===== config.mk =====
export PLATFORM = sky130hd
export DESIGN_NAME = cross_clk_sync_filt
export DESIGN_NICKNAME = d
export VERILOG_FILES = /design/src/rtl/sync_pkg.sv /design/src/rtl/sync_filt_ch.sv /design/src/rtl/cross_clk_sync_filt.sv
export SDC_FILE = /design/constraint.sdc
export NUM_CORES = 1
export LEC_CHECK = 0
export ABC_AREA = 1
export CORE_AREA = 2 2 66 68
export DETAILED_ROUTE_END_ITERATION = 16
export DIE_AREA = 0 0 68 70
export GPL_TIMING_DRIVEN = 0
export PLACE_DENSITY_LB_ADDON = 0.08
export SYNTH_ARGS = -nofsm -noshare
export SYNTH_HDL_FRONTEND = slang
export SYNTH_SLANG_ARGS = --single-unit
export TNS_END_PERCENT = 5

===== constraint.sdc =====
create_clock -name clk -period 1 [get_ports clk]
set_input_delay 0.1 -clock clk [delete_from_list [all_inputs] [get_ports clk]]
set_output_delay 0.1 -clock clk [all_outputs]
set_load 0.02 [all_outputs]

===== src/rtl/sync_pkg.sv =====
// Shared constants and helpers for the multi-channel level synchroniser.
package sync_pkg;

  localparam int LAT_MIN  = 2;
  localparam int FILT_MIN = 1;

  // Ceiling log2; returns 0 for v<=1, so callers clamp to a 1-bit minimum.
  function automatic int clog2(input int v);
    int r;
    r = 0;
    for (int i = 0; i < 31; i++) begin
      if ((1 << i) < v) r = i + 1;
    end
    return r;
  endfunction

endpackage


===== src/rtl/sync_filt_ch.sv =====
// One channel: LAT-deep sync chain, stability filter, registered level and edge pulses.
module sync_filt_ch
  import sync_pkg::*;
#(
  parameter int   LAT      = 2,
  parameter int   FILT     = 4,
  parameter logic INIT_BIT = 1'b0
) (
  input  logic clk,
  input  logic rst,
  input  logic d_i,
  output logic q_o,
  output logic rise_o,
  output logic fall_o,
  output logic chg_d_o
);

  localparam int CW = (clog2(FILT) < 1) ? 1 : clog2(FILT);
  localparam logic [CW-1:0] CNT_LAST = CW'(FILT - 1);

  if (LAT < LAT_MIN) begin : g_bad_lat
    $error("sync_filt_ch: LAT must be at least %0d", LAT_MIN);
  end
  if (FILT < FILT_MIN) begin : g_bad_filt
    $error("sync_filt_ch: FILT must be at least %0d", FILT_MIN);
  end

  logic [LAT-1:0] chain_q;
  logic [CW-1:0]  cnt_q, cnt_d;
  logic           q_q, q_d;
  logic           rise_q, rise_d;
  logic           fall_q, fall_d;
  logic           s;

  assign s = chain_q[LAT-1];

  // Plain flop chain; nothing sits between stages so metastability can settle.
  always_ff @(posedge clk or posedge rst) begin
    if (rst) chain_q <= {LAT{INIT_BIT}};
    else     chain_q <= {chain_q[LAT-2:0], d_i};
  end

  // Filter: follow s only after it has differed from q for FILT straight cycles.
  always_comb begin
    cnt_d  = cnt_q;
    q_d    = q_q;
    rise_d = 1'b0;
    fall_d = 1'b0;
    if (s == q_q) begin
      cnt_d = '0;
    end else if (cnt_q == CNT_LAST) begin
      q_d    = s;
      cnt_d  = '0;
      rise_d = s;
      fall_d = ~s;
    end else begin
      cnt_d = cnt_q + 1'b1;
    end
  end

  // Filter state and pulse registers.
  always_ff @(posedge clk or posedge rst) begin
    if (rst) begin
      cnt_q  <= '0;
      q_q    <= INIT_BIT;
      rise_q <= 1'b0;
      fall_q <= 1'b0;
    end else begin
      cnt_q  <= cnt_d;
      q_q    <= q_d;
      rise_q <= rise_d;
      fall_q <= fall_d;
    end
  end

  assign q_o     = q_q;
  assign rise_o  = rise_q;
  assign fall_o  = fall_q;
  // Next-cycle change, so the top can register any_chg in step with the pulses.
  assign chg_d_o = rise_d | fall_d;

endmodule


===== src/rtl/cross_clk_sync_filt.sv =====
// Multi-channel synchroniser with per-channel stability filter and aggregate change pulse.
module cross_clk_sync_filt
  import sync_pkg::*;
#(
  parameter int             NCH  = 4,
  parameter int             LAT  = 2,
  parameter int             FILT = 4,
  parameter logic [NCH-1:0] INIT = {NCH{1'b0}}
) (
  input  logic           clk,
  input  logic           rst,
  input  logic [NCH-1:0] d,
  output logic [NCH-1:0] q,
  output logic [NCH-1:0] rise,
  output logic [NCH-1:0] fall,
  output logic           any_chg
);

  if (NCH < 1) begin : g_bad_nch
    $error("cross_clk_sync_filt: NCH must be at least 1");
  end

  logic [NCH-1:0] chg_d;
  logic           any_chg_q;

  for (genvar k = 0; k < NCH; k++) begin : g_ch
    sync_filt_ch #(
      .LAT      (LAT),
      .FILT     (FILT),
      .INIT_BIT (INIT[k])
    ) u_ch (
      .clk     (clk),
      .rst     (rst),
      .d_i     (d[k]),
      .q_o     (q[k]),
      .rise_o  (rise[k]),
      .fall_o  (fall[k]),
      .chg_d_o (chg_d[k])
    );
  end

  // Aggregate pulse registered from next-state so it lines up with rise/fall.
  always_ff @(posedge clk or posedge rst) begin
    if (rst) any_chg_q <= 1'b0;
    else     any_chg_q <= |chg_d;
  end

  assign any_chg = any_chg_q;

endmodule


==> results.md <==
* Area enclosed by the die boundary at 4760 µm²
* Synthesized cell area at 1160 µm²
* Core Area at 4140 µm²
* Antenna violations before repair at 0
* Synth Area in Compound Gates at 1.73%
* Routed length per instance at 9.94 µm
* Pwr per Cell Area at 2420 nW/µm²
* Final total power at 4260 µW
* Required time at the worst-slack endpoint at 0.90 ns
* Worst-Margin Slew at 0.623 ns
* Max-capacitance violation count at 0
* Worst hold path class: primary input to asynchronous set/reset pin
* Final Max Tran Viols at 0
* Largest family of logic cells by synthesized area: buffers and inverters
* Peak Freq at 979 MHz
* Number of port buffers at 18
* Setup violators final at 5
* CP Capture Type: output port
* CTS tree: built
* Die Span Y at 70 µm
* GRT Util Overall at 9.27%
* Max_slew headroom at 58.3%
* Number of storage elements in the synthesis netlist at 29
* Maximum clock path buffer count at 2
* Violation count after the first detailed-routing iteration at 10
* Synth Warn # at 0
* Gate Count Post-Synth at 101
* Highest net fanout along the worst path at 3
* Count of final hold-check violations at 0
* Placed inst area at 1410 µm²
* Remaining antenna violation count at 0
* VDD IR-drop max at 775 µV
* Post-Synth XOR/XNOR Area at 3.02%
* Row cnt at 24
* Violated checks: setup timing
* Leakage Power at 0.000928 µW
* Final-stage net count at 152
* Min cycle time layout at 1.02 ns
* Horizontal extent of the die at 68 µm
* Initial core utilization at 28.0%
* Clock insertion delay at the later pin of the skew report at 0.28 ns
* Number of top-level design ports at 19
* Root Driver: clkbuf_8
* Unrepaired setup endpoints after global routing: true
* Drc violations at 0
* Final Hold Slack at 0.239 ns
* Via total after detailed routing at 733
* Grt ovf at 0
* Clock buffer count from CTS at 5
* Post-Route Skew at 0.00572 ns
* Synth Area per Inst at 11.5 µm²
* Seq/Total Area, Yosys at 62.6%
* Distinct cell type count of the synthesized netlist at 13
* RD Place Congestion at 0.696
* Fillers at 390
* Routed vias/inst at 3.80
* Worst setup path class: flip-flop to output port
* Final WL at 1920 µm
* Clock net sink count at 29
* HPWL after DPL at 1180 µm
* Multiplexer share of the synthesized area at 0%
* Run status: finished with violations
* Final Instance Area at 1760 µm²
* Post-route clock period utilization at 102%
* Drt first pass iters at 2
* Post-synthesis share of cell area spent on full adders, half adders and majority gates at 6.48%
* Arr. time, crit path at 0.92 ns
* First-pass GRT wire length at 3100 µm
* Simple-gate area share of the yosys netlist at 11.6%
* Count of antenna diodes in the layout at 0
* Worst reg-to-reg setup slack at -0.01 ns
* Clock H-tree levels at 2
* Fraction of layout instances using a drive strength above 1 at 50.4%
* PnR worst setup slack at -0.0215 ns
* Register clock-pin slew on the reported worst setup and hold paths at 0.06 ns
* Synthesized net count at 113
* Sort of element at the start of the critical path: flip-flop
* Maximum number of pins on one net before global-route repair at 30
* Post-route core utilization at 42.5%
* Area Growth Syn to Fin at 52.1%
* Number of global-route vias before repair at 748
==> power by group <==
part / switching [µW] / internal [µW] / total [µW] / leakage (µW)
Combinational: 733 / 953 / 1690 / 0.000514
Clock: 429 / 480 / 909 / 0.0000450
Sequential: 219 / 1440 / 1660 / 0.000369
Total: 1380 / 2880 / 4260 / 0.000928
==> routing by layer <==
metal | up-vias | wire [µm] | GRT usage (%)
met5 | - | 0 | 0
met4 | 0 | 66 | 7.33
met3 | 8 | 103 | 4.35
met2 | 17 | 938 | 13.1
met1 | 338 | 810 | 10.5
li1 | 370 | - | -
==> cells in the mapped netlist, drive strengths merged <==
master,instances,area (µm²)
xnor2,4,35.0
o21ai,4,20.0
nor2,6,22.5
buf,12,90.1
inv,21,78.8
nor3,4,40.0
ha,6,75.1
nand3,8,45.0
nand2,7,26.3
dfrtp,29,726
==> cell usage in the layout, fill, tap and decap left out, types with 2 or more instances in the layout <==
master / count
xnor2_2: 2
nor3_2: 4
nand2_1: 5
clkbuf_8: 5
nand3_2: 7
xnor2_1: 2
nor2_1: 6
clkinv_2: 2
buf_6: 22
clkdlybuf4s50_1: 5
buf_4: 16
ha_2: 2
o21ai_1: 3
nand2_2: 2
ha_4: 4
inv_1: 19
dfrtp_1: 28
==> cell type report <==
type / count / area, µm² / share of cell area [%]
clock buffer: 6 / 72.6 / 4.12
timing repair buffer: 32 / 295 / 16.8
inverter: 21 / 82.6 / 4.69
buffer: 12 / 128 / 7.24
sequential: 29 / 727 / 41.3
multi-input combinational: 39 / 382 / 21.7
clock inverter: 2 / 10.0 / 0.568
tap: 52 / 65.1 / 3.69
==> timing repair <==
item                                    in CTS  in global routing
hold buffers                                 0                  0
pin swaps                                    1                 13
gates resized for setup                     56                 24
endpoints found under the setup margin      43                 19
setup buffers                                3                 11
==> logic make-up (layout without fill, tap and decap cells) <==
group	Yosys count	count (layout)
buffers and inverters	33	73
DFF	29	29
and+or+nand+nor	25	25
adders and majority gates	6	6
AOI/OAI and AO/OA	4	4
xor gates and xnor gates	4	4
==> per-stage QoR <==
stage                     cells  TNS (ns)  worst slack [ns]
after global routing        193    -0.416           -0.0678
after floorplan             101         0           0.00226
after global placement      171    -15.44            -0.478
after CTS                   182    -0.185           -0.0847
final                       193   -0.0541           -0.0215
after detailed placement    171    -15.76            -0.488
==> registers in the layout, summed over array words and instances (netlist names) <==
register	flops
g_ch.u_ch.rise_o	4
g_ch.u_ch.q_o	4
g_ch.u_ch.fall_o	4
g_ch.u_ch.chain_q	8
g_ch.u_ch.cnt_q	8
any_chg	1
==> worst max-delay path, stage by stage (launching register included) <==
cell	delay (ns)
dfrtp_1	0.39
buf_4	0.14
buf_6	0.12
==> final timing paths <==
check | start | end | depth (start not counted)
setup / recovery | g_ch[2].u_ch.q_o | q[2] | 2
min in group clk | d[3] | g_ch[3].u_ch.chain_q[0] | 1
hold / removal | rst | g_ch[0].u_ch.q_o | 2
hold reg to reg | g_ch[3].u_ch.chain_q[0] | g_ch[3].u_ch.chain_q[1] | 0
setup reg to reg | g_ch[1].u_ch.cnt_q[0] | any_chg | 5
max in group asynchronous | rst | g_ch[2].u_ch.cnt_q[0] | 2
Power figures use the tool's default switching activity.
